## config.mk

```make
export PLATFORM = sky130hd
export DESIGN_NAME = alu_arbiter
export DESIGN_NICKNAME = d
export VERILOG_FILES = /design/src/rtl/alu_arbiter.sv
export SDC_FILE = /design/constraint.sdc
export NUM_CORES = 1
export LEC_CHECK = 0
export ABC_AREA = 0
export CAP_MARGIN = 15
export CELL_PAD_IN_SITES_DETAIL_PLACEMENT = 1
export CELL_PAD_IN_SITES_GLOBAL_PLACEMENT = 2
export CORE_AREA = 2 2 236 238
export DETAILED_ROUTE_END_ITERATION = 7
export DIE_AREA = 0 0 238 240
export GPL_ROUTABILITY_DRIVEN = 0
export PLACE_DENSITY = 0.61
export SETUP_SLACK_MARGIN = 0.1
export SLEW_MARGIN = 20
export SYNTH_ARGS = -nofsm -noshare
export SYNTH_HDL_FRONTEND = slang
export SYNTH_SLANG_ARGS = --single-unit
```

## constraint.sdc

```tcl
create_clock -name clk -period 3.3 [get_ports clk]
set_input_delay 0.99 -clock clk [delete_from_list [all_inputs] [get_ports clk]]
set_output_delay 0.99 -clock clk [all_outputs]
set_load 0.02 [all_outputs]
```

## src/rtl/alu_arbiter.sv

```systemverilog
// Two-requester front end for a shared combinational ALU: round-robin grant,
// one registered response slot per requester with valid/ready backpressure.
module alu_arbiter #(
    parameter int WIDTH = 64
) (
    input  logic             clk,
    input  logic             reset,
    input  logic             req0_valid,
    output logic             req0_ready,
    input  logic [WIDTH-1:0] req0_a,
    input  logic [WIDTH-1:0] req0_b,
    input  logic [3:0]       req0_op,
    input  logic             req1_valid,
    output logic             req1_ready,
    input  logic [WIDTH-1:0] req1_a,
    input  logic [WIDTH-1:0] req1_b,
    input  logic [3:0]       req1_op,
    output logic             rsp0_valid,
    input  logic             rsp0_ready,
    output logic [WIDTH-1:0] rsp0_result,
    output logic             rsp0_zero,
    output logic             rsp0_err,
    output logic             rsp1_valid,
    input  logic             rsp1_ready,
    output logic [WIDTH-1:0] rsp1_result,
    output logic             rsp1_zero,
    output logic             rsp1_err,
    output logic [WIDTH-1:0] alu_a,
    output logic [WIDTH-1:0] alu_b,
    output logic [3:0]       alu_ctrl,
    input  logic [WIDTH-1:0] alu_result,
    input  logic             alu_zero
);

    function automatic logic op_legal(input logic [3:0] op);
        case (op)
            4'h0, 4'h1, 4'h2, 4'h6, 4'h7, 4'hC: return 1'b1;
            default:                            return 1'b0;
        endcase
    endfunction

    logic [1:0] req_valid;
    logic [1:0] rsp_ready;
    logic [1:0] rsp_busy;
    logic [1:0] elig;
    logic [1:0] grant;
    logic       last_grant_reg;   // 1 = requester 1 was granted most recently
    logic       err_next;

    assign req_valid = {req1_valid, req0_valid};
    assign rsp_ready = {rsp1_ready, rsp0_ready};
    assign rsp_busy  = {g_rsp[1].valid_reg, g_rsp[0].valid_reg};

    // A requester may issue only if its response slot is free or draining now.
    assign elig = req_valid & (~rsp_busy | rsp_ready);

    always_comb begin
        grant = 2'b00;
        if (reset) begin
            if (elig == 2'b11)
                grant = last_grant_reg ? 2'b01 : 2'b10;
            else
                grant = elig;
        end
    end

    assign req0_ready = grant[0];
    assign req1_ready = grant[1];

    always_comb begin
        alu_a    = '0;
        alu_b    = '0;
        alu_ctrl = 4'h0;
        if (grant[0]) begin
            alu_a    = req0_a;
            alu_b    = req0_b;
            alu_ctrl = req0_op;
        end else if (grant[1]) begin
            alu_a    = req1_a;
            alu_b    = req1_b;
            alu_ctrl = req1_op;
        end
    end

    assign err_next = !op_legal(alu_ctrl);

    always_ff @(posedge clk or negedge reset) begin
        if (!reset)
            last_grant_reg <= 1'b1;
        else if (grant != 2'b00)
            last_grant_reg <= grant[1];
    end

    genvar gi;
    generate
        for (gi = 0; gi < 2; gi++) begin : g_rsp
            logic             valid_reg;
            logic [WIDTH-1:0] result_reg;
            logic             zero_reg;
            logic             err_reg;

            // A fresh grant reloads the slot even in the cycle it is consumed.
            always_ff @(posedge clk or negedge reset) begin
                if (!reset) begin
                    valid_reg  <= 1'b0;
                    result_reg <= '0;
                    zero_reg   <= 1'b0;
                    err_reg    <= 1'b0;
                end else if (grant[gi]) begin
                    valid_reg  <= 1'b1;
                    result_reg <= alu_result;
                    zero_reg   <= alu_zero;
                    err_reg    <= err_next;
                end else if (rsp_ready[gi]) begin
                    valid_reg  <= 1'b0;
                end
            end
        end
    endgenerate

    assign rsp0_valid  = g_rsp[0].valid_reg;
    assign rsp0_result = g_rsp[0].result_reg;
    assign rsp0_zero   = g_rsp[0].zero_reg;
    assign rsp0_err    = g_rsp[0].err_reg;
    assign rsp1_valid  = g_rsp[1].valid_reg;
    assign rsp1_result = g_rsp[1].result_reg;
    assign rsp1_zero   = g_rsp[1].zero_reg;
    assign rsp1_err    = g_rsp[1].err_reg;

endmodule

```

==> impl_metrics.env, run 1 <==
export IMPL_min_period_over_period_pct=103.6
export IMPL_gr_total_overflow=0
export IMPL_fmax_mhz=292.4
export IMPL_core_region_area_mm2=0.05466
export IMPL_violations="setup timing"
export IMPL_worstPathRequired_ns=2.31
export IMPL_layout_nets=1495
export IMPL_dr_first_iter_drc_count=158
export IMPL_cts_root_buf="clkbuf_16"
export IMPL_io_buffers=602
export IMPL_gr_usage_all_layers_pct=16.35
export IMPL_via_per_inst=3.876
export IMPL_arrival_ns=2.43
export IMPL_fp_dieH_um=240
export IMPL_final_cell_mix="clkdlybuf4s50_1 (463), buf_6 (137), dfrtp_1 (134)"
export IMPL_tightest_slew_ns=0.7233
export IMPL_synth_seq_cells=135
export IMPL_syn_avg_cell_area_um2=13.77
export IMPL_critPathKind="primary input to output pin"
export IMPL_grt_pass1_wl_um=64310
export IMPL_finalClockSkew_ns=0.008899
export IMPL_detail_route_antenna_nets=0
export IMPL_die_w_um=238
export IMPL_initial_core_util_pct=11.84
export IMPL_worst_path_max_fanout=6
export IMPL_m1WireLength_um=15400
export IMPL_clockBufferDepth=2
export IMPL_die_area_mm2=0.05712
export IMPL_antenna_found_initial=19
export IMPL_totalPowerFinal_mw=8.315
export IMPL_power_density_mw_per_mm2=525.2
export IMPL_post_dp_hpwl_um=39760
export IMPL_dr_total_vias=7298
export IMPL_fillers=5990
export IMPL_timing_reg2reg_setup_slack_ns=0.88
export IMPL_irDropWorstVdd_v=0.0003579
export IMPL_synth_nets=805
export IMPL_cp_startpoint="rsp0_ready"
export IMPL_layout_commonest_cell="clkdlybuf4s50_1"
export IMPL_clk_latency_ns=0.44
export IMPL_wl_per_cell_um=26.01
export IMPL_final_max_slew_viol_count=0
export IMPL_drt_pass1_iter_count=4
export IMPL_grt_pass1_vias=8079
export IMPL_setup_viol=108
export IMPL_clock_sinks=135
export IMPL_syn_cell_area_mm2=0.006470
export IMPL_slew_limit_headroom_pct=51.78
export IMPL_maxCapViolCount=0
export IMPL_yosys_most_used_dff="dfrtp_1"
export IMPL_grt_start_max_net_pins=48
export IMPL_routed_wl_met2_um=26420
export IMPL_hold_path_class="primary input to asynchronous set/reset pin"
export IMPL_cts_tree="yes"
export IMPL_synthDistinctLibCells=30
export IMPL_layout_cells_non_filler=1883
export IMPL_async_reset_ff_share_pct=100.0
export IMPL_end_kind="output pin"
export IMPL_grt_setup_unrepaired="yes"
export IMPL_r2r_start="last_grant_reg$_DFFE_PN1P_"
export IMPL_rows=86
export IMPL_numCtsBuffers=17
export IMPL_htreeDepth=4
export IMPL_drt_total_wl_um=48980
export IMPL_dpl_cell_count=1782
export IMPL_ys_warn_count=0
export IMPL_routed_wl_met3_um=4906
export IMPL_top_layer="met5"
export IMPL_synth_edf_count=0
export IMPL_post_route_worst_setup_slack_ns=-0.1196
export IMPL_min_period_ns=3.420
export IMPL_hold_viol=0
export IMPL_clk_pin_slew_ns=0.06
export IMPL_p_leak_nw=6.590
export IMPL_syn_inst=470
export IMPL_drc=0
export IMPL_startpoint_type="primary input"
export IMPL_area_growth_pct=144.7
export IMPL_pin_count=603
export IMPL_ys_seq_area_share_pct=52.23
export IMPL_status="finished, violations left"
export IMPL_drive_gt1_share_pct=37.71
==> layer usage <==
metal / global-route usage, % / vias up
met2: 31.22 / 373
li1: - / 3228
met4: 7.027 / 6
met1: 14.76 / 3612
met5: 0 / -
met3: 7.486 / 79
==> synth_stat cells (2+ instances only) <==
| master | n | area (um^2) |
|---|---|---|
| nor2b_4 | 2 | 27.53 |
| nand2_1 | 4 | 15.01 |
| o21ai_1 | 2 | 10.01 |
| nor2b_1 | 3 | 18.77 |
| o21ai_0 | 3 | 15.01 |
| dfrtp_1 | 134 | 3353 |
| buf_6 | 2 | 22.52 |
| mux2_2 | 113 | 1272 |
| a22o_1 | 128 | 1121 |
| inv_2 | 2 | 7.510 |
| nand3_1 | 2 | 10.01 |
| mux2_1 | 17 | 191.4 |
| a21oi_1 | 2 | 10.01 |
| clkbuf_1 | 4 | 15.01 |
| buf_4 | 8 | 60.06 |
| a22oi_2 | 3 | 37.54 |
| buf_2 | 28 | 140.1 |
==> kinds of logic (layout without fill, tap and decap cells) <==
| family | after synthesis | in the layout | synth area share, % |
|---|---|---|---|
| compound gates | 143 | 143 | 19.49 |
| flops | 135 | 135 | 52.23 |
| mux | 130 | 130 | 22.63 |
| buf+inv | 45 | 747 | 3.887 |
| simple gates | 17 | 17 | 1.760 |
| other cells | 0 | 7 | 0 |
==> timing repair <==
| item | CTS | global route |
|---|---|---|
| endpoints found under the setup margin | 134 | 134 |
| setup buffers | 47 | 4 |
| resized for setup | 694 | 23 |
| pin swaps | 48 | 19 |
| endpoints found under the hold margin | 0 | 0 |
| cloned | 14 | 1 |
| hold buffers | 0 | 0 |
==> where the power goes <==
group          internal (mW)  total, mW  leakage, nW  switching (mW)
clock                   1.22       2.01        0.291           0.796
combinational           2.14       3.95         4.71            1.81
sequential              2.11       2.35         1.59           0.244
total                   5.47       8.32         6.59            2.85
==> path summary, 6_finish.rpt <==
check                                              end  depth (start not counted)
min                             rsp0_valid$_DFFE_PN0P_                          2
max                                          alu_b[37]                         10
max in group asynchronous  rsp0_result[39]$_DFFE_PN0P_                          3
max reg2reg                      rsp0_zero$_DFFE_PN0P_                          8
min in group clk           rsp1_result[24]$_DFFE_PN0N_                          1
min reg2reg                rsp1_result[24]$_DFFE_PN0N_                          1
==> worst max-delay path, cell delays in order <==
cell and delay [ns]:
buf_6 0.09, nand2b_4 0.14, buf_6 0.12, a31o_4 0.23, inv_8 0.10, buf_12 0.15
buf_12 0.13, buf_8 0.12, a22o_4 0.20, buf_6 0.14
==> layout make-up <==
cell class | count | area [um^2] | area share, %
well taps | 704 | 880.8 | 5.564
clock buffers | 19 | 442.9 | 2.798
flip-flops and latches | 135 | 3379 | 21.35
repair buffers | 712 | 7756 | 48.99
diodes | 7 | 17.52 | 0.1106
inverters | 3 | 26.28 | 0.1660
multi-input cells | 290 | 3151 | 19.90
repair inverters | 1 | 11.26 | 0.07113
clock inverters | 12 | 166.4 | 1.051
==> per-stage QoR <==
step	instance area (um^2)	setup WS [ns]	util [%]	hold slack, ns	setup TNS, ns
floorplan	6471	0.1006	-	0.5010	0
global route	15820	-0.1694	28.94	0.4556	-12.42
detailed placement	13630	-0.9543	24.93	0.4807	-123.68
finish	15830	-0.1196	28.96	0.4684	-5.582
global placement	13630	-0.9339	24.93	0.4693	-121.06
CTS	15720	-0.1277	28.76	0.4467	-7.290
Power figures use the tool's default switching activity.
==> run 2: changes to the inputs <==
--- a/config.mk
+++ b/config.mk
@@ -17,2 +17,3 @@
 export SETUP_SLACK_MARGIN = 0.1
+export SKIP_LAST_GASP = 1
 export SLEW_MARGIN = 20
==> constraint.sdc (replaced) <==
create_clock -name clk -period 3.3 [get_ports clk]
set_input_delay 0.495 -clock clk [delete_from_list [all_inputs] [get_ports clk]]
set_output_delay 0.495 -clock clk [all_outputs]
set_load 0.02 [all_outputs]
==> impl_metrics.env, run 2 (synthesis gave the netlist of run 1 again) <==
export IMPL_status="completed"
export IMPL_worstPathRequired_ns=2.80
export IMPL_area_growth_pct=119.2
export IMPL_critPathKind="primary input to output pin"
export IMPL_drt_total_wl_um=47310
export IMPL_layout_cells_non_filler=1803
export IMPL_cts_root_buf="clkbuf_16"
export IMPL_antenna_found_initial=25
export IMPL_holdWs_ns=0.04675
export IMPL_end_kind="output pin"
export IMPL_dr_total_vias=6818
export IMPL_tightest_slew_ns=0.8155
export IMPL_clk_pin_slew_ns=0.06
export IMPL_totalPowerFinal_mw=7.768
export IMPL_startpoint_type="primary input"
export IMPL_maxCapViolCount=0
export IMPL_cts_tree="yes"
export IMPL_dpl_cell_count=1760
export IMPL_timing_reg2reg_setup_slack_ns=0.97
export IMPL_grt_setup_unrepaired="no"
export IMPL_finalClockSkew_ns=0.008038
export IMPL_worst_path_max_fanout=32
export IMPL_setup_viol=0
export IMPL_drc=0
export IMPL_r2r_start="last_grant_reg$_DFFE_PN1P_"
export IMPL_post_route_worst_setup_slack_ns=0.2533
export IMPL_irDropWorstVdd_v=0.0002580
export IMPL_r2r_cells=4
export IMPL_hold_viol=0
export IMPL_p_leak_nw=6.636
export IMPL_final_max_slew_viol_count=0
export IMPL_hold_path_class="primary input to asynchronous set/reset pin"
export IMPL_r2r_end="rsp1_result[22]$_DFFE_PN0N_"
export IMPL_fmax_mhz=328.2
export IMPL_htreeDepth=4
export IMPL_power_density_mw_per_mm2=547.8
export IMPL_grt_start_max_net_pins=128
export IMPL_place_area_mm2=0.01343
export IMPL_dr_first_iter_drc_count=203
export IMPL_cp_common_cell="clkdlybuf4s50_1"
export IMPL_clock_sinks=135
export IMPL_die_area_mm2=0.05712
export IMPL_drt_pass1_iter_count=4
export IMPL_pre_cts_ws_ns=-0.01594
export IMPL_wl_per_cell_um=26.24
export IMPL_io_buffers=602
export IMPL_grt_pass1_vias=7365
export IMPL_final_cell_mix="clkdlybuf4s50_1 (473), dfrtp_1 (134), a22o_1 (126)"
export IMPL_min_period_ns=3.047
export IMPL_layout_nets=1411
export IMPL_clk_latency_ns=0.43
export IMPL_fin_setup_tns_ns=0
export IMPL_arrival_ns=2.55
export IMPL_post_dp_hpwl_um=40160
export IMPL_cpLargestDelayFamily="buffers and inverters"
export IMPL_crit_chain="clkdlybuf4s50_1 -> nand2b_1 -> nand3_1 -> a31o_4 -> inv_6 -> buf_12 -> clkdlybuf4s50_1"
export IMPL_grt_pass1_wl_um=61530
export IMPL_clockBufferDepth=2
export IMPL_layout_commonest_cell="clkdlybuf4s50_1"
export IMPL_pin_count=603
export IMPL_cp_startpoint="rsp1_ready"
export IMPL_gr_usage_all_layers_pct=15.80
export IMPL_die_w_um=238
export IMPL_detail_route_antenna_nets=0
export IMPL_min_period_over_period_pct=92.32
export IMPL_slew_limit_headroom_pct=45.63
export IMPL_initial_core_util_pct=11.84
export IMPL_slowest_delay_ns=0.63
export IMPL_fin_area_mm2=0.01418
export IMPL_fin_util_pct=25.94
export IMPL_numCtsBuffers=17
export IMPL_gr_total_overflow=0
export IMPL_rows=86
export IMPL_drive_gt1_share_pct=18.95
export IMPL_via_per_inst=3.781
export IMPL_fp_dieH_um=240
export IMPL_crit_slowest_cell="clkdlybuf4s50_1"
export IMPL_cp_buffers_inverters=4
export IMPL_core_region_area_mm2=0.05466
run 2: area by class of cell:
cell class,count,area [um^2]
antenna,12,30.03
clock buffer,18,429.2
clock inverter,12,155.1
fill,6076,40480
inverter,3,21.27
multi-input combinational,290,2850
sequential,135,3379
tap,704,880.8
timing repair buffer,629,6434
run 2: layer usage:
metal | GRT usage, % | up-vias | wire (um)
met5 | 0 | - | 27
met4 | 6.818 | 4 | 1518
met3 | 6.912 | 67 | 4747
met2 | 30.60 | 350 | 26310
met1 | 14.10 | 3362 | 14700
li1 | - | 3035 | -
run 2: report_power, final:
group | total [mW] | internal (mW) | switching (mW)
clock | 1.95 | 1.18 | 0.769
combinational | 3.47 | 1.80 | 1.67
sequential | 2.35 | 2.11 | 0.243
run 2: worst max path at each step:
stage	endpoint	slack, ns	cells past startpoint
after detailed placement	alu_b[50]	-0.02	8
after global placement	alu_b[30]	-0.01	8
after floorplan	alu_a[17]	1.08	8
after global routing	alu_b[60]	0.11	9
after CTS	alu_a[21]	0.10	8
final	req1_ready	0.25	7
run 2: timing repair:
item                                    CTS  global route
hold endpoints to repair                  7             0
buffers inserted                          0             0
hold buffers                              1             0
resized for setup                        45            66
endpoints found under the setup margin   88            66
==> run 3: changes to the inputs <==
Settings changed: CORE_AREA 2 2 236 238 to 2 2 237 239, DIE_AREA 0 0 238 240 to 0 0 239 241, PLACE_DENSITY 0.61 to 0.6.
Clock period 3.3 ns to 3.8 ns, I/O delays scaled along.
==> impl_metrics.env, run 3 (synthesis gave the netlist of run 1 again) <==
export IMPL_hold_path_class="flop to flop"
export IMPL_p_leak_nw=5.443
export IMPL_register_area_mm2=0.003379
export IMPL_hold_viol=0
export IMPL_grt_start_max_net_pins=69
export IMPL_drt_total_wl_um=47510
export IMPL_startpoint_type="primary input"
export IMPL_area_growth_pct=116.6
export IMPL_cts_tree="yes"
export IMPL_grt_pass1_vias=7374
export IMPL_irDropWorstVdd_v=0.0002891
export IMPL_slowest_delay_ns=0.64
export IMPL_gr_total_overflow=0
export IMPL_detail_route_antenna_nets=0
export IMPL_wl_per_cell_um=26.39
export IMPL_clock_sinks=135
export IMPL_io_buffers=602
export IMPL_fin_setup_tns_ns=0
export IMPL_fmax_mhz=280.0
export IMPL_layout_cells_non_filler=1800
export IMPL_status="completed"
export IMPL_min_period_ns=3.571
export IMPL_setup_viol=0
export IMPL_htreeDepth=4
export IMPL_crit_chain="dlygate4sd3_1 -> buf_6 -> nand3_1 -> or2_4 -> clkinv_4 -> buf_4 -> a22o_1 -> clkdlybuf4s50_1"
export IMPL_timing_reg2reg_setup_slack_ns=1.47
export IMPL_grt_setup_unrepaired="no"
export IMPL_die_area_mm2=0.05760
export IMPL_layout_nets=1405
export IMPL_layout_commonest_cell="clkdlybuf4s50_1"
export IMPL_worstPathRequired_ns=3.23
export IMPL_cts_setup_buffers=0
export IMPL_via_per_inst=3.837
export IMPL_dr_first_iter_drc_count=230
export IMPL_cp_buffers_inverters=5
export IMPL_final_max_slew_viol_count=0
export IMPL_power_density_mw_per_mm2=485.6
export IMPL_fillers=6142
export IMPL_pin_count=603
export IMPL_drc=0
export IMPL_clk_pin_slew_ns=0.06
export IMPL_min_period_over_period_pct=93.99
export IMPL_final_cell_mix="clkdlybuf4s50_1 (583), dfrtp_1 (134), a22o_1 (128)"
export IMPL_fp_dieH_um=241
export IMPL_die_w_um=239
export IMPL_core_region_area_mm2=0.05488
export IMPL_multi_input_area_mm2=0.002850
export IMPL_antenna_found_initial=25
export IMPL_grt_pass1_wl_um=61180
export IMPL_crit_slowest_cell="clkdlybuf4s50_1"
export IMPL_clk_latency_ns=0.43
export IMPL_drive_gt1_share_pct=18.10
export IMPL_rows=86
export IMPL_dpl_cell_count=1753
export IMPL_cts_root_buf="clkbuf_16"
export IMPL_finalClockSkew_ns=0.01024
export IMPL_post_dp_hpwl_um=40360
export IMPL_numCtsBuffers=17
export IMPL_tightest_slew_ns=1.074
export IMPL_drt_pass1_iter_count=4
export IMPL_gr_usage_all_layers_pct=15.60
export IMPL_end_kind="output pin"
export IMPL_worst_path_max_fanout=14
export IMPL_slew_limit_headroom_pct=28.43
export IMPL_initial_core_util_pct=11.79
export IMPL_maxCapViolCount=0
export IMPL_critPathKind="primary input to output pin"
export IMPL_clockBufferDepth=2
export IMPL_dr_total_vias=6906
export IMPL_cpLargestDelayFamily="buffers and inverters"
export IMPL_arrival_ns=3.00
## run 3: cell count changes in the layout (fill, tap and decap cells not counted), sizes merged
| cell | delta |
|---|---|
| clkdlybuf4s50 | +110 |
| dlymetal6s2s | -64 |
| dlygate4sd2 | -42 |
| buf | -11 |
| inv | +3 |
| clkinvlp | -2 |
| clkbuf | +1 |
| clkinv | +1 |
| diode | +1 |
## run 3: layer usage
metal / part of all wire (%) / vias up / GRT usage [%]
li1: - / 3024 / -
met1: 33 / 3437 / 14.43
met5: 0.027 / - / 0
met4: 3.2 / 2 / 5.227
met2: 55 / 375 / 30.58
met3: 9.2 / 68 / 6.439
## run 3: worst paths after layout
kind,startpoint,endpoint,depth (start not counted)
setup reg to reg,last_grant_reg$_DFFE_PN1P_,rsp0_result[6]$_DFFE_PN0P_,6
setup / recovery,reset,alu_b[30],8
min in group asynchronous,reset,rsp0_err$_DFFE_PN0P_,2
max in group asynchronous,reset,rsp0_result[25]$_DFFE_PN0P_,4
hold / removal,rsp1_result[29]$_DFFE_PN0N_,rsp1_result[29]$_DFFE_PN0N_,1
hold reg to reg,rsp1_result[29]$_DFFE_PN0N_,rsp1_result[29]$_DFFE_PN0N_,1
## run 3: repair_timing
| action | CTS | global route |
|---|---|---|
| setup endpoints to repair | 0 | 59 |
| hold buffers | 1 | 0 |
| endpoints found under the hold margin | 3 | 0 |
| resized for setup | 0 | 4 |
## run 3: cell type report
| cell class | instances | area share [%] |
|---|---|---|
| repair buffers | 622 | 44.53 |
| flip-flops and latches | 135 | 24.12 |
| multi-input cells | 290 | 20.34 |
| well taps | 704 | 6.287 |
| clock buffers | 19 | 3.090 |
| clock inverters | 13 | 1.215 |
| diodes | 13 | 0.2322 |
| inverters | 3 | 0.1518 |
| repair inverters | 1 | 0.03572 |
## run 3: where the power goes
group	switching, mW	total (mW)	leakage, nW	internal (mW)
clock	0.693	1.73	0.285	1.04
combinational	1.44	3.03	3.57	1.59
sequential	0.207	2.04	1.59	1.83
total	2.34	6.80	5.44	4.47
## run 3: worst register-to-register path: stages (launching register included)
cell and delay [ns]:
dfstp_2 0.61, nor3_1 0.08, or2_4 0.31, clkinv_4 0.17
buf_12 0.19, buf_4 0.44, mux2_2 0.42
## run 3: through the flow
stage	utilization, %	power, mW	hold slack, ns	instance area, um^2	setup slack, ns
floorplan	-	3.328	0.2744	6470	1.428
global placement	24.33	5.104	0.4013	13350	0.2904
detailed placement	24.33	5.131	0.3996	13350	0.2654
CTS	25.45	6.946	0.4955	13960	0.1434
global route	25.50	7.153	0.5094	13990	0.1117
finish	25.53	6.804	0.4890	14010	0.2286
